$ cat config.mk
export PLATFORM = sky130hd
export DESIGN_NAME = regfile_wb_arbiter
export DESIGN_NICKNAME = d
export VERILOG_FILES = /design/src/rtl/regfile_pkg.sv /design/src/rtl/rr_arbiter.sv /design/src/rtl/regfile_wb_arbiter.sv
export SDC_FILE = /design/constraint.sdc
export NUM_CORES = 1
export LEC_CHECK = 0
export ABC_CLOCK_PERIOD_IN_PS = 4100
export CAP_MARGIN = 20
export CORE_UTILIZATION = 42
export CTS_BUF_LIST = sky130_fd_sc_hd__clkbuf_4 sky130_fd_sc_hd__clkbuf_8
export DETAILED_ROUTE_END_ITERATION = 8
export MAX_ROUTING_LAYER = met4
export PLACE_DENSITY = 0.81
export SYNTH_ARGS = -nofsm -noshare
export SYNTH_HDL_FRONTEND = slang
export SYNTH_SLANG_ARGS = --single-unit
$ cat constraint.sdc
create_clock -name clk -period 4.1 [get_ports clk]
set_clock_uncertainty 0.1 [all_clocks]
set_input_delay 0.82 -clock clk [delete_from_list [all_inputs] [get_ports clk]]
set_output_delay 0.82 -clock clk [all_outputs]
set_load 0.02 [all_outputs]
$ cat src/rtl/regfile_pkg.sv
// Shared register-file geometry for the write-back arbiter, register file and issue logic.
package regfile_pkg;

  localparam int unsigned REG_AW = 5;
  localparam int unsigned DATA_W = 32;
  localparam int unsigned NREG   = 32;

endpackage

$ cat src/rtl/rr_arbiter.sv
// One-hot grant selection: the first requester at or after the pointer wins (fixed priority from 0 when RR_EN = 0).
module rr_arbiter #(
  parameter int unsigned NREQ  = 3,
  parameter bit          RR_EN = 1'b1,
  localparam int unsigned PTR_W = (NREQ > 1) ? $clog2(NREQ) : 1
) (
  input  logic [NREQ-1:0]  req,
  input  logic [PTR_W-1:0] pointer,
  output logic [NREQ-1:0]  grant
);

  logic        found;
  int unsigned base;
  int unsigned idx;

  // Circular scan from the pointer; the first valid requester takes the grant.
  always_comb begin
    grant = '0;
    found = 1'b0;
    base  = RR_EN ? 32'(pointer) : 32'd0;
    idx   = 32'd0;
    for (int unsigned k = 0; k < NREQ; k++) begin
      idx = base + k;
      if (idx >= NREQ) idx = idx - NREQ;
      if (!found && req[idx]) begin
        grant[idx] = 1'b1;
        found      = 1'b1;
      end
    end
  end

endmodule

$ cat src/rtl/regfile_wb_arbiter.sv
// Write-back arbiter: picks one requester per cycle, registers the register-file write,
// and tracks outstanding destination registers in a busy scoreboard.
module regfile_wb_arbiter
  import regfile_pkg::*;
#(
  parameter int unsigned NREQ  = 3,
  parameter bit          RR_EN = 1'b1,
  localparam int unsigned PTR_W = (NREQ > 1) ? $clog2(NREQ) : 1
) (
  input  logic                     clk,
  input  logic                     rst_n,
  input  logic [NREQ-1:0]          req_valid,
  input  logic [REG_AW*NREQ-1:0]   req_reg,
  input  logic [DATA_W*NREQ-1:0]   req_data,
  output logic [NREQ-1:0]          req_ready,
  output logic                     wr,
  output logic [REG_AW-1:0]        wreg,
  output logic [DATA_W-1:0]        wdata,
  input  logic                     sb_set,
  input  logic [REG_AW-1:0]        sb_reg,
  output logic [NREG-1:0]          busy
);

  logic [PTR_W-1:0]  ptr;
  logic [PTR_W-1:0]  ptr_nxt_c;
  logic [NREQ-1:0]   grant_c;
  logic              xfer_c;
  logic [PTR_W-1:0]  sel_idx_c;
  logic [REG_AW-1:0] sel_reg_c;
  logic [DATA_W-1:0] sel_data_c;
  logic [NREG-1:0]   busy_nxt_c;

  rr_arbiter #(
    .NREQ  (NREQ),
    .RR_EN (RR_EN)
  ) u_arb (
    .req     (req_valid),
    .pointer (ptr),
    .grant   (grant_c)
  );

  // Grant is masked during reset so nothing is consumed while rst_n is low.
  assign req_ready = rst_n ? grant_c : '0;
  assign xfer_c    = |(req_valid & req_ready);

  always_comb begin
    sel_idx_c  = '0;
    sel_reg_c  = '0;
    sel_data_c = '0;
    for (int unsigned i = 0; i < NREQ; i++) begin
      if (grant_c[i]) begin
        sel_idx_c  = PTR_W'(i);
        sel_reg_c  = req_reg[REG_AW*i +: REG_AW];
        sel_data_c = req_data[DATA_W*i +: DATA_W];
      end
    end
  end

  always_comb begin
    ptr_nxt_c = ptr;
    if (!RR_EN) begin
      ptr_nxt_c = '0;
    end else if (xfer_c) begin
      if (sel_idx_c == PTR_W'(NREQ - 1)) ptr_nxt_c = '0;
      else                               ptr_nxt_c = sel_idx_c + PTR_W'(1);
    end
  end

  // Set beats clear when both hit the same register; register 0 never goes busy.
  always_comb begin
    busy_nxt_c = busy;
    if (wr) busy_nxt_c[wreg] = 1'b0;
    if (sb_set && (sb_reg != '0)) busy_nxt_c[sb_reg] = 1'b1;
    busy_nxt_c[0] = 1'b0;
  end

  // Writes to register 0 are consumed without touching the write port.
  always_ff @(posedge clk or negedge rst_n) begin
    if (!rst_n) begin
      ptr   <= '0;
      wr    <= 1'b0;
      wreg  <= '0;
      wdata <= '0;
    end else begin
      ptr <= ptr_nxt_c;
      wr  <= xfer_c && (sel_reg_c != '0);
      if (xfer_c && (sel_reg_c != '0)) begin
        wreg  <= sel_reg_c;
        wdata <= sel_data_c;
      end
    end
  end

  always_ff @(posedge clk or negedge rst_n) begin
    if (!rst_n) busy <= '0;
    else        busy <= busy_nxt_c;
  end

endmodule

Word-level counts from Yosys, hierarchy flattened
Index checks and enable logic that the tools add are counted.
{"block": "totals", "input_bits": 122, "wordCells": 81, "output_inout_bits": 73, "reg_bits": 71}
{"block": "classes", "n_lt_le_gt_ge": 13, "reduce_logical": 14, "n_addsub": 6, "eq_ne": 1, "bitwise_logic": 6, "n_mux": 36}
{"op": "32-bit two-way mux", "n": 8}
{"op": "32-bit by 1-bit >= comparator with 1-bit output (second input constant)", "n": 3}
{"op": "32-bit by 3-bit < comparator with 1-bit output (second input constant)", "n": 3}
{"op": "32-bit by 2-bit >= comparator with 1-bit output (second input constant)", "n": 2}
{"op": "32-bit by 2-bit subtractor with 32-bit output (second input constant)", "n": 2}
{"op": "32-bit AND", "n": 1}
{"op": "32-bit NOT", "n": 1}
{"op": "32-bit bitwise OR", "n": 1}
{"op": "5-bit two-way mux", "n": 3}
{"op": "5-bit by 6-bit < comparator with 1-bit output (second input constant)", "n": 2}
{"op": "3-bit two-way mux", "n": 4}
{"op": "1-bit two-way mux", "n": 11}
{"op": "1-bit demux with 5-bit select", "n": 2}
{"op": "5-bit by 1-bit >= comparator with 1-bit output (second input constant)", "n": 2}
{"op": "5-bit nonzero test", "n": 2}
{"op": "1-bit logical AND", "n": 9}
{"op": "1-bit binary-select mux with 2-bit select", "n": 3}
{"op": "1-bit demux with 2-bit select", "n": 3}
{"op": "3-bit bitwise OR", "n": 2}
{"op": "2-bit two-way mux", "n": 2}
{"op": "2-bit by 1-bit adder with 3-bit output (second input constant)", "n": 1}
{"op": "2-bit by 2-bit adder with 3-bit output (second input constant)", "n": 1}
{"op": "3-bit AND", "n": 1}
{"op": "3-bit OR reduction", "n": 1}
{"op": "other kinds (5)", "n": 6}

Depth between registers and ports, before layout
Gate-level depths: netlist of the first run.
{"block": "logic_depth", "word_depth": 16, "depth_mapped": 14, "depth_no_buf": 11}

Cells and area by module
Synthesis of the first run repeated with hierarchy kept, for this count alone.
{"block": "unflattened", "hier_cells": 397, "area_unflattened_um2": 3885.0}
{"mod": "regfile_wb_arbiter", "n_inst": 1, "cells_each": 362, "area_per_inst_um2": 3619.7, "seq_area_each_um2": 1776.7}
{"mod": "rr_arbiter", "n_inst": 1, "cells_each": 35, "area_per_inst_um2": 265.3, "seq_area_each_um2": 0.0}

Worst setup path after synthesis of the first run
OpenSTA, ideal clock, no wires.
{"block": "synth_timing", "path_type": "input to output", "startpoint": "input req_valid[2]", "endpoint": "output req_ready[2]", "n_path_buf": 3, "path_stages": 8, "t_required_ps": 3180, "arrival_ps": 2375, "slack_ps": 805, "cell_sequence": "mux2i_1 mux2i_2 nor4_2 or2_1 buf_2 buf_6 clkbuf_1 and2_1"}
{"block": "synth_between", "elab_chain_len": 10, "elab_cells_between_ends": 18, "cone_classes": "mux (12); bitwise (2); reduce/logical (4)"}
{"element": "start, declared", "line_no": "regfile_wb_arbiter.sv:12", "rtl": "input logic [NREQ-1:0] req_valid,"}
{"element": "1-bit binary-select mux with 2-bit select", "line_no": "rr_arbiter.sv:25", "rtl": "if (!found && req[idx]) begin"}
{"element": "1-bit two-way mux (implied by the code)", "line_no": "rr_arbiter.sv:25"}
{"element": "1-bit two-way mux", "line_no": "rr_arbiter.sv:25"}
{"element": "1-bit logical NOT", "line_no": "rr_arbiter.sv:25"}
{"element": "1-bit logical AND", "line_no": "rr_arbiter.sv:25"}
{"element": "1-bit two-way mux", "line_no": "rr_arbiter.sv:25"}
{"element": "1-bit logical NOT", "line_no": "rr_arbiter.sv:25"}
{"element": "1-bit logical AND", "line_no": "rr_arbiter.sv:25"}
{"element": "3-bit two-way mux *", "line_no": "rr_arbiter.sv:25"}
{"element": "3-bit two-way mux *", "line_no": "regfile_wb_arbiter.sv:43", "rtl": "assign req_ready = rst_n ? grant_c : '0;"}
{"element": "end, declared", "line_no": "regfile_wb_arbiter.sv:15", "rtl": "output logic [NREQ-1:0] req_ready,"}
Mark *: on every way between the ends. The rest lies on a longest branch, timed or not. The select of a mux whose other input is x is not followed.

Worst setup path after layout of the first run
{"block": "layout_timing", "startpoint": "input req_valid[0]", "endpoint": "output req_ready[1]"}
The elaborated chain is that of the path after synthesis.

==> results by stage, run 1 <==
Outcome:
- The flow ran to the end, and the final reports show no timing, DRC or antenna violations.

Timing:
- The number of max-slew violations in the final report was 0.
- The worst pin sits at a relative slew slack of 0.445.
- The number of hold violations in the final report was 0.
- The slew at the pin with the worst max-slew slack is 832 ps.
- The setup violation total in the final timing report is 0.
- The post-route minimum period is 4010 ps.
- The peak clock frequency supported by timing is 250 MHz.
- The hold slack is 181 ps.
- The final critical-path share of the clock period is 0.977.

Finish:
- The most common library cell in the layout ignoring fill and taps is sky130_fd_sc_hd__clkdlybuf4s50_1.
- The combined area of the multi-input logic cells is 2140 um2.
- The number of fill cells in the layout is 749.
- The area taken by flip-flops and latches is 1780 um2.
- The post-synthesis to final-layout area growth is 55.8%.
- For this run, the number of standard cells in the final layout without fillers is 761.
- In the final design database the tool counted 753 nets.
- The repair_antennas step left the layout with diodes totalling 0.
- The top cell types in the final layout, fill and taps aside, are sky130_fd_sc_hd__clkdlybuf4s50_1, sky130_fd_sc_hd__dfrtp_1, sky130_fd_sc_hd__a21oi_1, sky130_fd_sc_hd__o21ai_0, sky130_fd_sc_hd__nand3_1.
- Of the cells placed in the final design, the portion with a size suffix greater than 1 is 0.125.

Clocking:
- The CTS sink count is 71.
- Buffers inserted during clock tree synthesis total 9.
- Counting along the longest clock path gives a buffer depth of 2.
- The hold-fix buffer count after cts is 0.
- TritonCTS built the clock tree.
- The clock slew seen by the registers of the worst setup and hold paths is 80 ps.
- At the later pin of the worst-skew pair, clock insertion delay measures 340 ps.
- The total number of H-tree levels is 3.
- The number of gates resized after CTS is 0.
- The post-CTS setup-driven buffer insertion count is 0.
- The root buffer selected by CTS is sky130_fd_sc_hd__clkbuf_8.

Worst setup path:
- The number of buffers and inverters on the critical path is 2.
- The data arrival time of the critical path is 3090 ps.
- In this design, the largest share of critical-path delay is due to buffers and inverters.
- STA classifies the critical path startpoint as an input port.
- Traced cell by cell, the critical path runs through clkdlybuf4s50_1 -> mux2i_1 -> mux2i_2 -> nand2_1 -> nand2_1 -> and2_1 -> clkdlybuf4s50_1.
- The critical path runs through a total of 7 cells.
- The required time of the worst setup path is 3180 ps.
- The type of the setup path with the least slack is in2out.
- The number of cells on the worst reg-to-reg path is 13.
- The slowest stage of the critical path belongs to the cell sky130_fd_sc_hd__clkdlybuf4s50_1.
- The peak per-stage delay on the critical path is 610 ps.
- In this run the register-to-register setup slack is 710 ps.
- The largest driver fanout on the critical path is 8.
- The nature of the critical path endpoint is a primary output.

Logic synthesis:
- Of the total synthesized cell area, the portion taken by XOR and XNOR cells is 0.
- The flip-flop and latch count after synthesis is 71.
- Of the total synthesized cell area, the portion taken by full adders, half adders and majority gates is 0.0123.
- The cell area after technology mapping is 4070 um2.
- The number of synthesized flops with an enable pin is 0.
- The total nets after synthesis is 561.
- The fraction of post-synthesis cell area in the top cell type by area is 0.436.
- The netlist uses 46 different library cells.
- The fraction of the mapped netlist area in compound gates is 0.215.
- Averaged over all synthesized cells, the footprint is 9.36 um2.
- By area the synthesized netlist is led by sky130_fd_sc_hd__dfrtp_1, sky130_fd_sc_hd__mux2_4, sky130_fd_sc_hd__a21oi_1.
- Of the post-synthesis cell area, the part taken by muxes is 0.125.
- The post-synthesis simple-gate area fraction is 0.167.
- The register area share after synthesis is 0.436.
- The top flip-flop cell by instance count after synthesis is sky130_fd_sc_hd__dfrtp_1.
- The number of warnings issued by yosys is 0.
- The async set-or-reset flop fraction in the synthesized netlist is 1.00.
- The largest family of logic cells by synthesized area is compound AO/OA/AOI/OAI gates.
- The cell type contributing the most total cell area after synthesis is sky130_fd_sc_hd__dfrtp_1.
- Synthesis produced a netlist whose cell count is 435.

Route:
- After detailed routing, the wire length on met1 is 5.30 mm.
- The wire length per cell after detailed routing is 16.9 um.
- In the detailed route, the total length drawn on met2 is 6.32 mm.
- The post-detailed-route count of antenna-violating nets is 0.
- The total met3 wirelength after detailed routing is 957 um.
- The first detailed-routing pass took 4 iterations.
- The highest metal layer with signal wires is met4.
- For this block, the initial DRC count from the detailed router was 172.
- After detailed routing, the number of remaining DRC violations is 0.
- After detailed routing, the total wire length is 12.8 mm.
- The total number of vias is 4172.
- Using the TritonRoute via totals, the vias-per-cell ratio works out to 5.48.

Power:
- Internal power comes to 2.89 mW.
- Of the total power, the share spent switching nets is 0.449.
- For this design the ratio of total power to cell area is 827 nW/um2.
- In this run the power spent charging and discharging nets is 2.36 mW.
- The completed layout was analyzed and its total power is 5.24 mW.
- Of the total power, combinational logic draws 0.669.
- The worst-case IR drop observed on VDD is 0.469 mV.
- The reported leakage power is 2.50 nW.
- The share of total power dissipated in sequential elements is 0.228.
- The share of total power dissipated in the clock network is 0.103.

GRT:
- The total routing usage reported by global routing is 0.264.
- The first global-routing pass estimated 20.0 mm of wire.
- The initial antenna violation count is 0.
- The via count of the first global-routing pass came to 4026.
- After global routing the overflow that remains totals 0.
- Entering global routing, the biggest net connects 69 pins.

Placed design:
- Once placement completed, the tool counted placed cells totaling 745.
- At the end of routability-driven placement, the weighted congestion stood at 0.970.
- Detailed placement ended at an HPWL of 9.55 mm.
- The number of buffers inserted by port buffering is 193.

Min path:
- The kind of path behind the tightest hold check is in2async.

Floorplan:
- The die width is 100 um.
- For this configuration, the core starts out at a cell density of 0.436.
- The region available for standard cell placement spans 9330 um2.
- The floorplan step defined a die boundary enclosing 10100 um2.
- During I/O placement, the number of pins put on the boundary was 195.
- The die is 100 um tall.
- The number of rows in the core area is 35.

Job:
- The number of max-cap violations is 0.
per-stage QoR:
step | setup TNS (ps) | cell area [um2] | setup slack (ps) | util
final | 0 | 6340 | 93.5 | 0.680
after global routing | -6.33 | 6340 | -6.33 | 0.680
after CTS | 0 | 6330 | 96.6 | 0.679
after detailed placement | 0 | 6140 | 142 | 0.659
after global placement | 0 | 6140 | 140 | 0.659
after floorplan | 0 | 4070 | 805 | -
synth_stat cells, types with 3 or more instances:
cell / count
sky130_fd_sc_hd__a21oi_1: 69
sky130_fd_sc_hd__mux2_2: 5
sky130_fd_sc_hd__o21ai_0: 66
sky130_fd_sc_hd__buf_1: 6
sky130_fd_sc_hd__nand2b_1: 7
sky130_fd_sc_hd__or3b_2: 3
sky130_fd_sc_hd__buf_6: 5
sky130_fd_sc_hd__clkbuf_1: 11
sky130_fd_sc_hd__or3_1: 3
sky130_fd_sc_hd__o211ai_1: 3
sky130_fd_sc_hd__a22o_1: 3
sky130_fd_sc_hd__inv_1: 8
sky130_fd_sc_hd__and2_1: 4
sky130_fd_sc_hd__buf_2: 3
sky130_fd_sc_hd__o31ai_1: 4
sky130_fd_sc_hd__nand3b_1: 7
sky130_fd_sc_hd__nand2_1: 10
sky130_fd_sc_hd__nand3_1: 44
sky130_fd_sc_hd__mux2_4: 28
sky130_fd_sc_hd__ha_1: 4
sky130_fd_sc_hd__dfrtp_1: 71
sky130_fd_sc_hd__nor2_1: 40
cell families (layout without fill, tap and decap cells):
family	Yosys count	after routing
AO/OA/AOI/OAI	157	157
AND/OR/NAND/NOR	131	131
multiplexers	36	36
other	1	1
flip-flops	71	71
adder cells (fa/ha/maj)	4	4
buffers and inverters	35	232
sequential cells by signal, indices dropped and copies added (netlist names):
register  flops
ptr           2
busy         31
wdata        32
wr            1
wreg          5
routing by layer:
metal  track usage  vias to the layer above
met5             -                        -
met4        0.0981                        0
met3        0.0472                       20
met2         0.422                      226
met1         0.336                     1964
li1              -                     1962
path summary, 6_finish.rpt:
check                                         from               endpoint
worst max-delay path                  req_valid[0]           req_ready[1]
worst min-delay path                         rst_n   wdata[9]$_DFFE_PN0P_
worst max register to register  ptr[0]$_DFFE_PN0P_  wdata[19]$_DFFE_PN0P_
worst min register to register  busy[31]$_DFF_PN0_     busy[31]$_DFF_PN0_
max in group asynchronous                    rst_n     busy[31]$_DFF_PN0_
min in group clk                busy[31]$_DFF_PN0_     busy[31]$_DFF_PN0_
power groups by stage:
| stage | logic [mW] | clock network (mW) | registers (mW) |
|---|---|---|---|
| 3_3_place_gp | 3.42 | 0 | 1.19 |
| 2_1_floorplan | 1.96 | 0 | 1.50 |
| 5_1_grt | 3.78 | 0.585 | 1.24 |
| 3_5_place_dp | 3.49 | 0 | 1.20 |
| 4_1_cts | 3.50 | 0.548 | 1.20 |
| 6_report | 3.51 | 0.540 | 1.20 |
cell type report:
| type | instances | share of cell area |
|---|---|---|
| Clock buffer | 11 | 0.0239 |
| Inverter | 9 | 0.00532 |
| Tap cell | 129 | 0.0254 |
| Multi-Input combinational cell | 329 | 0.337 |
| Sequential cell | 71 | 0.280 |
| Clock inverter | 5 | 0.00611 |
| Timing Repair Buffer | 207 | 0.323 |
Note: power is estimated with default switching activity, not from simulation.
==> run 2, diff against run 1 <==
--- a/config.mk
+++ b/config.mk
@@ -5,11 +5,12 @@
 export SDC_FILE = /design/constraint.sdc
 export NUM_CORES = 1
 export LEC_CHECK = 0
-export ABC_CLOCK_PERIOD_IN_PS = 4100
+export ABC_CLOCK_PERIOD_IN_PS = 3850
 export CAP_MARGIN = 20
 export CORE_UTILIZATION = 42
 export CTS_BUF_LIST = sky130_fd_sc_hd__clkbuf_4 sky130_fd_sc_hd__clkbuf_8
 export DETAILED_ROUTE_END_ITERATION = 8
+export GPL_ROUTABILITY_DRIVEN = 1
 export MAX_ROUTING_LAYER = met4
 export PLACE_DENSITY = 0.81
 export SYNTH_ARGS = -nofsm -noshare
==> constraint.sdc (replaced) <==
create_clock -name clk -period 3.85 [get_ports clk]
set_clock_uncertainty 0.1 [all_clocks]
set_input_delay 0.77 -clock clk [delete_from_list [all_inputs] [get_ports clk]]
set_output_delay 0.77 -clock clk [all_outputs]
set_load 0.02 [all_outputs]
==> run 2 against run 1 <==
Via count rose by 2.7%. Routed wire length rose by 1.1%. Worst setup slack improved by 31 ps. Total power rose by 12%. Die area did not move. Critical endpoint is now req_ready[0].
==> results by stage, run 2 (synthesis results as in run 1) <==
Outcome:
- Outcome: complete, no violations (unchanged).

Timing:
- The slew at the pin with the worst max-slew slack was 739 ps (was 832 ps).
- Setup repair after global routing left no endpoint under its margin.
- The setup violation total in the final timing report is 0 (unchanged).
- The number of hold violations in the final report came to 0 (unchanged).
- The total negative slack for setup checks was 0 ps (unchanged).
- After layout, the minimum clock period comes to 3730 ps.
- The peak clock frequency supported by timing is 268 MHz.
- The number of max-slew violations in the final report was 0 (unchanged).
- In the finished design, the share of the clock period the worst path needs comes to 0.968.
- The headroom to the max-slew limit is 0.507 (was 0.445).

Worst setup path:
- The timing startpoint of the critical path is req_valid[0] (unchanged).
- The startpoint kind of the worst setup timing path is an input port (unchanged).
- The nature of the critical path endpoint is a primary output (unchanged).
- The capturing point of the worst reg2reg path is wdata[7]$_DFFE_PN0P_ (was wdata[19]$_DFFE_PN0P_).
- The slack of the worst reg-to-reg path is 470 ps (was 710 ps).
- The launch point of the worst reg-to-reg path is ptr[0]$_DFFE_PN0P_ (unchanged).
- The required time of the worst setup path was 2980 ps (was 3180 ps).
- The largest driver fanout on the critical path is 7 (was 8).
- The data arrival time of the critical path is 2860 ps (was 3090 ps).
- The worst reg2reg path depth is 13 (unchanged).
- The type of the setup path with the least slack is in2out (unchanged).

Finish:
- The share of layout cells above drive strength 1 was 0.139 (was 0.125).
- The register name with the most flops was wdata (unchanged).
- The post-synthesis to final-layout area growth is 59.2% (was 55.8%).
- The final net count is 762 (was 753).
- The most common library cell in the layout ignoring fill and taps is sky130_fd_sc_hd__clkdlybuf4s50_1 (unchanged).
- The number of fill cells in the layout is 706 (was 749).
- Largest registers: wdata x32, busy x31, wreg x5 (unchanged).
- The flip-flop count of the largest register, all copies and words added is 32 (unchanged).
- The diode insertion count for antenna repair was 0 (unchanged).
- Commonest non-fill, non-tap cells in the layout: sky130_fd_sc_hd__clkdlybuf4s50_1, sky130_fd_sc_hd__dfrtp_1, sky130_fd_sc_hd__a21oi_1, sky130_fd_sc_hd__o21ai_0, sky130_fd_sc_hd__nand3_1 (unchanged).
- The utilization of the core after routing is 0.695 (was 0.680).

Clocking:
- The total number of H-tree levels is 3 (unchanged).
- The CTS sink count is 71 (unchanged).
- The worst-skew pair later-pin latency is 340 ps (about the same).
- The root buffer selected by CTS is sky130_fd_sc_hd__clkbuf_8 (unchanged).
- The hold-fix buffer count after cts is 0 (unchanged).
- The clock slew seen by the registers of the worst setup and hold paths is 80 ps (about the same).
- The buffer levels on the longest clock path is 2 (unchanged).
- The number of clock buffers inserted by TritonCTS is 9 (unchanged).
- The TritonCTS clock tree is built (unchanged).

Placed design:
- The detailed placement HPWL came to 9.89 mm (was 9.55 mm).
- The number of buffers inserted by port buffering came to 193 (unchanged).
- The final RePlAce weighted congestion was 0.894 (was 0.970).

Power:
- The total power per unit cell area was 908 nW/um2 (was 827 nW/um2).
- The reported leakage power is 2.59 nW (was 2.50 nW).
- The worst IR drop on VDD is 0.705 mV (was 0.469 mV).

Route:
- The post-route DRC violation count is 0 (unchanged).
- The iteration count of the initial detailed-routing pass is 5 (was 4).
- The post-detailed-route count of antenna-violating nets is 0 (unchanged).
- The detailed-route vias per instance was 5.56 (was 5.48).
- The total wire length after detailed routing came to 13.0 mm (was 12.8 mm).
- The total number of vias is 4283 (was 4172).
- The wire length per cell after detailed routing is 16.8 um (was 16.9 um).
- The DRC marker count from the first detailed-route iteration came to 209 (was 172).

Floorplan:
- The initial core utilization is 0.436 (unchanged).
- The I/O pin count is 195 (unchanged).
- The core box area was 9330 um2 (unchanged).
- The number of rows in the core area is 35 (unchanged).
- The die area is 10100 um2 (unchanged).
- The die width is 100 um (unchanged).
- The height of the die is 100 um (unchanged).

GRT:
- The via count of the first global-routing pass is 4087 (was 4026).
- The total routing usage reported by global routing came to 0.265 (was 0.264).
- The initial antenna violation count came to 0 (unchanged).
- The pin count of the biggest net entering global routing is 61 (was 69).
- The overall overflow remaining after global route was 0 (unchanged).
- The global-route wire length before repair is 20.1 mm (was 20.0 mm).

Job:
- The number of max-cap violations is 0 (unchanged).

Min path:
- The kind of path behind the tightest hold check is in2async (unchanged).
run 2: final cells by class:
type                       instances  area (um2)  share of cell area
multi-input combinational        329        2130               0.329
clock buffer                       9         124              0.0191
tap                              129         161              0.0249
inverter                           9        33.8             0.00521
sequential                        71        1780               0.274
timing repair buffer             216        2130               0.329
clock inverter                     7         125              0.0193
run 2: critical path: stages:
cell                              delay, ps
sky130_fd_sc_hd__clkdlybuf4s50_1        600
sky130_fd_sc_hd__mux2_2                 200
sky130_fd_sc_hd__nand3_1                 70
sky130_fd_sc_hd__a211o_1                310
sky130_fd_sc_hd__o21ai_2                120
sky130_fd_sc_hd__and2_1                 170
sky130_fd_sc_hd__clkdlybuf4s50_1        610
run 2: how the worst max path moves through the flow:
| stage | endpoint |
|---|---|
| floorplan | req_ready[2] |
| global placement | req_ready[1] |
| detailed placement | wdata[7]$_DFFE_PN0P_ |
| CTS | req_ready[2] |
| global route | req_ready[1] |
| finish | req_ready[0] |
run 2: what timing repair did:
| item | CTS | global route |
|---|---|---|
| resized for setup | 0 | 3 |
| setup endpoints to repair | 0 | 2 |
| buffers inserted | 0 | 0 |
run 2: per-stage QoR:
| step | instances | worst slack [ps] | hold WS, ps | cell area [um2] | power [mW] |
|---|---|---|---|---|---|
| 6_report | 770 | 124 | 165 | 6480 | 5.88 |
| 4_1_cts | 770 | 95.1 | 159 | 6470 | 5.88 |
| 2_1_floorplan | 435 | 655 | 374 | 4070 | 3.68 |
| 5_1_grt | 770 | 6.60 | 161 | 6480 | 6.26 |
| 3_3_place_gp | 754 | 132 | 387 | 6220 | 5.02 |
| 3_5_place_dp | 754 | 36.2 | 394 | 6220 | 5.12 |
run 2: power breakdown:
group,internal (mW),switching [mW]
Sequential,1.06,0.217
Combinational,1.84,2.02
Clock,0.439,0.311
Total,3.34,2.55
run 2: layer usage:
metal	up-vias	part of all wire	track usage
li1	1975	-	-
met1	2020	0.40	0.325
met2	258	0.48	0.420
met3	30	0.086	0.0645
met4	0	0.025	0.113
met5	-	0	-
==> run 3, diff against run 2 <==
--- a/config.mk
+++ b/config.mk
@@ -11,6 +11,7 @@
 export CTS_BUF_LIST = sky130_fd_sc_hd__clkbuf_4 sky130_fd_sc_hd__clkbuf_8
 export DETAILED_ROUTE_END_ITERATION = 8
 export GPL_ROUTABILITY_DRIVEN = 1
+export GPL_TIMING_DRIVEN = 0
 export MAX_ROUTING_LAYER = met4
 export PLACE_DENSITY = 0.81
 export SYNTH_ARGS = -nofsm -noshare
==> run 3 against run 2 <==
Count of clock-buffer cells in the layout is the same. Critical path depth grew 2. First-iteration DRC count shrank 26%. Sequential share of layout area shrank 0.11 points. Flip-flop and latch count is the same. Total power shrank 0.32%. Core utilization grew 0.28 points. Worst setup slack gained 14 ps. Routed wire length grew 4.8%. Critical path type unchanged. Largest cell class unchanged.
==> results by stage, run 3 (synthesis results as in run 1) <==
Worst setup path:
- The largest driver fanout on the critical path is 10 (was 7).
- The capturing point of the worst reg2reg path is wdata[30]$_DFFE_PN0P_ (was wdata[7]$_DFFE_PN0P_).
- The combined buffer and inverter count along the critical path is 4 (was 2).
- The slack of the worst reg-to-reg path was 250 ps (was 470 ps).
- The slowest stage cell on the critical path is sky130_fd_sc_hd__clkdlybuf4s50_1 (unchanged).
- The launch point of the worst reg-to-reg path is ptr[0]$_DFFE_PN0P_ (unchanged).
- The required time of the worst setup path is 2980 ps (about the same).
- Cell-by-cell trace of the critical path: clkdlybuf4s50_1 -> nand2b_1 -> mux2i_4 -> nand2_1 -> nand2_2 -> buf_4 -> clkbuf_4 -> and2_1 -> dlygate4sd2_1 (was clkdlybuf4s50_1 -> mux2_2 -> nand3_1 -> a211o_1 -> o21ai_2 -> and2_1 -> clkdlybuf4s50_1).
- The startpoint kind of the worst setup timing path is an input port (unchanged).
- The type of the setup path with the least slack was in2out (unchanged).
- The worst reg2reg path depth is 15 (was 13).
- The peak per-stage delay on the critical path came to 550 ps (was 610 ps).
- The data arrival time of the critical path is 2840 ps (was 2860 ps).
- The category of cells accounting for the largest share of critical-path delay is buffers and inverters (unchanged).
- The nature of the critical path endpoint is a primary output (unchanged).

Clocking:
- The hold-fix buffer count after cts is 0 (unchanged).
- The total number of H-tree levels came to 3 (unchanged).
- The root buffer selected by CTS is sky130_fd_sc_hd__clkbuf_8 (unchanged).
- The buffer levels on the longest clock path is 2 (unchanged).
- The clock slew seen by the registers of the worst setup and hold paths is 90 ps (was 80 ps).
- The number of clock buffers inserted by TritonCTS is 9 (unchanged).
- The CTS sink count is 71 (unchanged).
- The TritonCTS clock tree was built (unchanged).
- The worst-skew pair later-pin latency is 340 ps (about the same).

Route:
- The detailed-route vias per instance is 5.58 (was 5.56).
- The total number of vias is 4336 (was 4283).
- The DRC marker count from the first detailed-route iteration is 154 (was 209).
- The post-route DRC violation count is 0 (unchanged).
- The post-detailed-route count of antenna-violating nets is 0 (unchanged).
- The iteration count of the initial detailed-routing pass was 5 (unchanged).
- The wire length per cell after detailed routing is 17.5 um (was 16.8 um).
- The total wire length after detailed routing is 13.6 mm (was 13.0 mm).

GRT:
- The pin count of the biggest net entering global routing is 77 (was 61).
- The initial antenna violation count is 0 (unchanged).
- The global-route wire length before repair came to 21.1 mm (was 20.1 mm).
- The via count of the first global-routing pass is 4329 (was 4087).
- The overall overflow remaining after global route was 0 (unchanged).
- The total routing usage reported by global routing is 0.275 (was 0.265).

Min path:
- The kind of path behind the tightest hold check is in2async (unchanged).

Floorplan:
- The number of rows in the core area was 35 (unchanged).
- The core box area is 9330 um2 (unchanged).
- The I/O pin count is 195 (unchanged).
- The initial core utilization was 0.436 (unchanged).
- The height of the die is 100 um (unchanged).
- The die width is 100 um (unchanged).
- The die area was 10100 um2 (unchanged).

Timing:
- The final critical-path share of the clock period came to 0.964 (was 0.968).
- The number of max-slew violations in the final report was 0 (unchanged).
- The peak clock frequency supported by timing is 269 MHz (was 268 MHz).
- RSZ-0062 raised after global routing: false (unchanged).
- The hold slack was 335 ps (was 165 ps).
- The slew at the pin with the worst max-slew slack is 562 ps (was 739 ps).
- The setup violation total in the final timing report came to 0 (unchanged).
- The headroom to the max-slew limit came to 0.616 (was 0.507).
- The number of hold violations in the final report was 0 (unchanged).
- The post-route minimum period is 3710 ps (was 3730 ps).

Finish:
- The utilization of the core after routing is 0.698 (was 0.695).
- The diode insertion count for antenna repair is 0 (unchanged).
- Largest registers: wdata x32, busy x31, wreg x5 (unchanged).
- Commonest non-fill, non-tap cells in the layout: sky130_fd_sc_hd__clkdlybuf4s50_1, sky130_fd_sc_hd__dfrtp_1, sky130_fd_sc_hd__a21oi_1, sky130_fd_sc_hd__o21ai_0, sky130_fd_sc_hd__nand3_1 (unchanged).
- The post-synthesis to final-layout area growth is 59.8% (was 59.2%).
- The share of layout cells above drive strength 1 is 0.133 (was 0.139).
- The register name with the most flops is wdata (unchanged).
- The area of all placed cells without fillers came to 6510 um2 (was 6480 um2).
- The most common library cell in the layout ignoring fill and taps is sky130_fd_sc_hd__clkdlybuf4s50_1 (unchanged).
- The flip-flop count of the largest register, all copies and words added is 32 (unchanged).
- The final net count is 769 (was 762).

Power:
- The worst IR drop on VDD was 0.450 mV (was 0.705 mV).
- The reported leakage power is 2.58 nW (was 2.59 nW).
- The total power per unit cell area came to 901 nW/um2 (was 908 nW/um2).

Placed design:
- The detailed placement HPWL was 10.0 mm (was 9.89 mm).
- The final RePlAce weighted congestion is 0.918 (was 0.894).
- The cell area reported after detailed placement is 6190 um2 (was 6220 um2).
- The number of buffers inserted by port buffering is 193 (unchanged).

Outcome:
- Outcome: complete, no violations (unchanged).

Job:
- The number of max-cap violations is 0 (unchanged).
==> run 3: timing repair <==
action | CTS | global route
endpoints found under the hold margin | 0 | 0
setup endpoints to repair | 3 | 3
buffers inserted | 1 | 4
gates resized for setup | 16 | 8
pin swaps | 1 | 1
==> run 3: where the power goes <==
part           total (mW)  switching, mW  internal, mW
logic                3.90           2.08          1.82
clock network       0.688          0.314         0.374
registers            1.28          0.216          1.06
==> run 3: cell type report <==
type,count,area [um2]
Clock inverter,7,105
Clock buffer,9,124
Multi-Input combinational cell,329,2170
Tap cell,129,161
Fill cell,708,2820
Sequential cell,71,1780
Inverter,9,33.8
Timing Repair Buffer,199,1990
Buffer,24,149
==> run 3: worst register-to-register path, delay by kind of cell, from the launching register on <==
family	cells	cell delay, ps
adders and majority gates	1	250
buffers and inverters	6	980
DFF	1	430
and+or+nand+nor	3	320
AOI/OAI and AO/OA	3	800
muxes	2	620
==> run 3: how the worst max path moves through the flow <==
stage                   endpoint    startpoint  cells after the start  slack (ps)
floorplan           req_ready[2]  req_valid[2]                      8         660
global placement    req_ready[0]         rst_n                      3       -1610
global route        req_ready[1]  req_valid[1]                      9          10
finish              req_ready[1]  req_valid[1]                      9         140
CTS                 req_ready[2]  req_valid[1]                      9          10
detailed placement  req_ready[2]  req_valid[2]                     10        -760
==> run 3: per-layer routing <==
layer / vias to the layer above / share of wire / track usage
li1: 1988 / - / -
met1: 2098 / 0.40 / 0.324
met2: 221 / 0.50 / 0.468
met3: 29 / 0.071 / 0.0569
met4: 0 / 0.025 / 0.0948
met5: - / 0 / -
==> run 3: stage by stage <==
step | total power, mW | TNS [ps] | setup WS [ps] | cells
2_1_floorplan | 3.68 | 0 | 655 | 435
3_3_place_gp | 4.89 | -93430 | -1610 | 757
3_5_place_dp | 5.01 | -8690 | -758 | 758
4_1_cts | 5.79 | 0 | 11.7 | 773
5_1_grt | 6.22 | 0 | 12.2 | 777
6_report | 5.86 | 0 | 138 | 777
==> RTL edit 1: new RTL, settings of run 3 <==
Make the reset (`rst_n`) synchronous in 2 clocked blocks.
--- a/src/rtl/regfile_wb_arbiter.sv
+++ b/src/rtl/regfile_wb_arbiter.sv
@@ -75,7 +75,7 @@
   end
 
   // Writes to register 0 are consumed without touching the write port.
-  always_ff @(posedge clk or negedge rst_n) begin
+  always_ff @(posedge clk) begin
     if (!rst_n) begin
       ptr   <= '0;
       wr    <= 1'b0;
@@ -91,7 +91,7 @@
     end
   end
 
-  always_ff @(posedge clk or negedge rst_n) begin
+  always_ff @(posedge clk) begin
     if (!rst_n) busy <= '0;
     else        busy <= busy_nxt_c;
   end
Formal check against the unedited RTL: differs if rst_n is asserted again (counterexample within 4 cycles, from zero or initial values and one cycle with rst_n low); with rst_n held inactive, the same outputs for 10 cycles.
==> RTL edit 1 against run 3 <==
  * Synthesized area fell by 1.8%
  * Total power fell by 31%
  * Worst setup slack got worse by 41 ps
  * Core utilization fell by 1.3 points
  * Sequential cell count did not move
  * Routed wire length rose by 2.8%
  * Via count rose by 9.5%
  * Critical path depth did not move
  * Non-clock buffer count rose by 9
  * Fmax fell by 1.1%
  * Final area fell by 2.8%
  * Count of clock-buffer cells in the layout rose by 2
  * Critical endpoint is now req_ready[0]
  * Largest cell class unchanged
==> RTL edit 1: results (changes against run 3) <==
- Iter 0 DRT Violations: 356 (+130%)
- Post-DP Area: 0.00608 sq mm (-1.8%)
- Slowest cell on the critical path: or3_4
- Synth top area cells: dfxtp_1 (36%), nand2_1 (11%), mux2i_1 (9.0%)
- Sw Share: 43.0% (-1.5 points)
- Leak: 2.43 nW (-5.8%)
- Async S/R FF share, synth: 0% (-100 points)
- Synth Area per Inst: 7.66 sq um (-18%)
- Via/cell ratio: 5.55 (-0.53%)
- Fin cells: 855 (+10%)
- Combinational power share: 60.2% (-6.3 points)
- Placed instance count: 843 (+11%)
- Seq. pwr: 994 uW (-22%)
- Synth unique cells: 48 (+4.3%)
- I/O Buffers: 191 (-1.0%)
- Tightest Hold Check Type: reg2reg
- Global-route wire length before repair: 22,200 um (+5.3%)
- Sequential fraction of the synthesis area: 35.5% (-8.1 points)
- Final Total Pwr: 4.07 mW (-31%)
- Syn Nets: 648 (+16%)
- Vias in the first global route: 4,649 (+7.4%)
- Nets: 847 (+10%)
- Fill count: 763 (+7.8%)
- Critical Path Max Stage Delay: 510 ps (-40 ps)
- Pin count of the biggest net entering global routing: 20 (-74%)
- Num CTS Buffers: 9 (unchanged)
- Worst slew margin: 28.8% (-33 points)
- Worst IR Drop VDD: 0.406 mV (-9.9%)
- CP top delay family: simple AND/OR/NAND/NOR gates
- Outcome: finished clean
- GRT Resource Usage Total: 29.0% (+1.5 points)
- Worst EP arrival: 2880 ps (+40 ps)
- Layout cells sized above 1: 4.96% (-8.3 points)
- Gpl congestion: 1.01 (+10%)
- DR WL/cell: 16.4 um (-6.5%)
- Crit path max fanout: 19 (+9)
- Setup WS pre-CTS: -663 ps (+95.0 ps)
- DP HPWL: 11,000 um (+9.9%)
-- RTL edit 1: changes by cell type after synthesis, moves of 24 or more --
cell,run 3,this run
o211ai_1,3,33
nand3_1,44,4
mux2_4,28,1
dfrtp_1,71,0
nor2_1,40,16
dfxtp_1,0,71
nand2_1,10,112
mux2i_1,2,36
-- RTL edit 1: layout make-up --
type,count,area [sq um],share of cell area (%)
buffer,40,236,3.74
clock buffer,11,151,2.39
clock inverter,5,56.3,0.890
inverter,9,33.8,0.534
multi-input combinational,398,2350,37.1
sequential,71,1420,22.5
tap,129,161,2.55
timing repair buffer,192,1920,30.3
-- RTL edit 1: worst paths after layout --
kind	from	to	slack (ps)	cells after the start
setup / recovery	ptr[0]	req_ready[0]	100	9
hold / removal	wdata[0]	wdata[0]	360	2
setup reg to reg	ptr[0]	wdata[24]	280	12
hold reg to reg	wdata[0]	wdata[0]	360	2
-- RTL edit 1: repair_timing --
action                                  4_1_cts  5_1_grt
endpoints found under the setup margin        3        3
endpoints found under the hold margin         0        0
setup buffers                                 0        0
pin swaps                                     1        0
gates resized for setup                      12        5
-- RTL edit 1: layer usage --
layer,vias to the layer above,part of all wire (%),wire [um],track usage (%)
li1,2278,-,-,-
met1,2173,38,5380,31.1
met2,256,51,7130,51.4
met3,39,7.1,996,5.69
met4,0,3.4,475,13.3
met5,-,0,0,-
-- RTL edit 1: kinds of logic (layout without fill, tap and decap cells) --
| kind of cell | Yosys count | after routing | synth area share (%) |
|---|---|---|---|
| AOI/OAI and AO/OA | 195 | 195 | 29.0 |
| and+or+nand+nor | 161 | 161 | 17.9 |
| DFF | 71 | 71 | 35.5 |
| buffers and inverters | 53 | 257 | 6.85 |
| muxes | 37 | 37 | 9.38 |
| adders and majority gates | 4 | 4 | 1.25 |
| other | 1 | 1 | 0.0937 |
==> RTL edit 2: new RTL, config.mk and constraints of run 3 <==
Without the edit above. `NREQ` is set to 3 in 2 places; all go to 6.
--- a/src/rtl/rr_arbiter.sv
+++ b/src/rtl/rr_arbiter.sv
@@ -1,6 +1,6 @@
 // One-hot grant selection: the first requester at or after the pointer wins (fixed priority from 0 when RR_EN = 0).
 module rr_arbiter #(
-  parameter int unsigned NREQ  = 3,
+  parameter int unsigned NREQ  = 6,
   parameter bit          RR_EN = 1'b1,
   localparam int unsigned PTR_W = (NREQ > 1) ? $clog2(NREQ) : 1
 ) (
--- a/src/rtl/regfile_wb_arbiter.sv
+++ b/src/rtl/regfile_wb_arbiter.sv
@@ -3,7 +3,7 @@
 module regfile_wb_arbiter
   import regfile_pkg::*;
 #(
-  parameter int unsigned NREQ  = 3,
+  parameter int unsigned NREQ  = 6,
   parameter bit          RR_EN = 1'b1,
   localparam int unsigned PTR_W = (NREQ > 1) ? $clog2(NREQ) : 1
 ) (
Interface: changed (resized req_data, req_ready, req_reg and req_valid); port bits go from 195 to 312. No check against the original RTL was run, so the function may have changed too.
==> RTL edit 2 against run 3 <==
  * The flow now finishes with violations (setup timing)
  * Synthesized area up 42%
  * Worst setup slack worse by 1200 ps
  * Sequential cell count is 1 higher
  * Via count up 84%
  * Final area up 68%
  * Cell count is 66% higher
  * Routed wire length is 110% higher
  * Critical path type is now reg2reg
Power is not shown: default switching activity piles up to over one toggle a cycle in this logic, so the estimate is an artifact.
==> RTL edit 2: results (changes against run 3) <==
- Outcome: finished with violations
- Failing checks: setup timing
- Seq cells post-synth: 72 (+1.4%)
- Synth Area in Adders: 3.46% (+2.2 points)
- DR WL/cell: 22.5 um (+28%)
- Final setup TNS: -42,740 ps (-42,740 ps)
- Remaining DRCs: 0 (unchanged)
- I/O Buffers: 310 (+61%)
- Post-DP Area: 0.00938 sq mm (+52%)
- Initial antenna violation count: 0 (unchanged)
- H-tree Lvls: 3 (unchanged)
- Skew-Pair Late Insertion Delay: 370 ps (+30 ps)
- Layout cells sized above 1: 23.5% (+10 points)
- Critical Path Max Stage Delay: 540 ps
- Worst EP arrival: 5080 ps (+2240 ps)
- Slowest cell on the critical path: dfrtp_4
- Tightest Hold Check Type: in2async
- XOR/XNOR Fraction of Synth Area: 0.714% (+0.71 points)
- YS warnings: 0 (unchanged)
- Fill count: 863 (+22%)
- Crit path max fanout: 10 (unchanged)
- Post-synthesis mux area share: 9.30% (-3.2 points)
- Gpl congestion: 1.02 (+11%)
- Synth top area cells: dfrtp_1 (31%), o21ai_0 (6.4%), nand2_1 (5.6%)
- ANT cells: 0 (unchanged)
- Vias in the first global route: 7,546 (+74%)
- Worst-Margin Slew: 695 ps (+133 ps)
- Post-route ant nets: 0 (unchanged)
- Nets: 1,363 (+77%)
- CTS root buf: clkbuf_8
- Setup WS pre-CTS: -2010 ps (-1260 ps)
- Clock Tree Buf Depth: 2 (unchanged)
- Regs by FF count: wdata: 32 flops, busy: 31 flops, wreg: 5 flops
- Setup violators final: 47 (+47)
- Setup ws final: -1080 ps (-1210 ps)
- Syn Nets: 957 (+71%)
- Num CTS Buffers: 9 (unchanged)
- Pin count of the biggest net entering global routing: 76 (-1.3%)
- Sequential fraction of the synthesis area: 31.1% (-13 points)
- GRT Resource Usage Total: 38.4% (+11 points)
- Crit. Startpoint: ptr[2]
- Iter 0 DRT Violations: 822 (+430%)
- Via/cell ratio: 6.16 (+10%)
- Global-route wire length before repair: 41,000 um (+95%)
- DP HPWL: 19,300 um (+92%)
- Async S/R FF share, synth: 100% (unchanged)
- CTS clk-pin slew, worst paths: 90 ps (about the same)
- Synth unique cells: 74 (+61%)
- FF-to-FF path depth: 19 (+4)
- R2r endpoint: wdata[1]
- R2R Setup Slk: -1080 ps (-1330 ps)
- Complex-gate fraction of the synthesized area: 28.5% (+7.0 points)
- Most frequent cells after synthesis: nand2_1 (86), o21ai_0 (74), dfrtp_1 (72)
- Drt first pass iters: 9 (+4)
## RTL edit 2: how the worst max path moves through the flow
stage	endpoint	slack [ps]	cells past startpoint
global route	wdata[21]	-1140	21
finish	wdata[1]	-1080	19
global placement	req_ready[4]	-2310	4
CTS	wdata[21]	-890	21
floorplan	wdata[10]	-730	25
detailed placement	req_ready[1]	-2010	15
## RTL edit 2: stage by stage
| step | utilization, % | instances | hold WS (ps) |
|---|---|---|---|
| floorplan | - | 705 | 374 |
| global placement | 70.1 | 1191 | 388 |
| detailed placement | 70.3 | 1192 | 397 |
| CTS | 79.2 | 1268 | 83.1 |
| global route | 82.1 | 1292 | 65.0 |
| finish | 82.1 | 1292 | 74.8 |
## RTL edit 2: cell type report
cell class	count	area, sq um	area share (%)
tap	176	220	2.01
clock inverter	7	101	0.924
clock buffer	9	124	1.13
inverter	24	121	1.11
sequential	72	1810	16.5
timing repair buffer	398	3960	36.1
multi-input combinational	563	4210	38.4
buffer	43	420	3.83
## RTL edit 2: critical path: cells and delay by family (launching register included)
| family | cells | cell delay (ps) |
|---|---|---|
| fa+ha+maj | 1 | 270 |
| flops | 1 | 540 |
| mux | 1 | 300 |
| simple gates | 4 | 1030 |
| compound gates | 7 | 1600 |
| buf+inv | 6 | 940 |
## RTL edit 2: routing by layer
layer,wire [um],up-vias,global-route usage (%)
li1,-,3474,-
met1,10700,3702,44.6
met2,13800,618,63.5
met3,2640,165,6.66
met4,1840,0,20.0
met5,0,-,-
## RTL edit 2: repair_timing
| action | in CTS | in global routing |
|---|---|---|
| gates cloned | 3 | 0 |
| setup buffers | 59 | 27 |
| setup endpoints to repair | 47 | 47 |
| pin swaps | 42 | 35 |
| resized for setup | 128 | 49 |
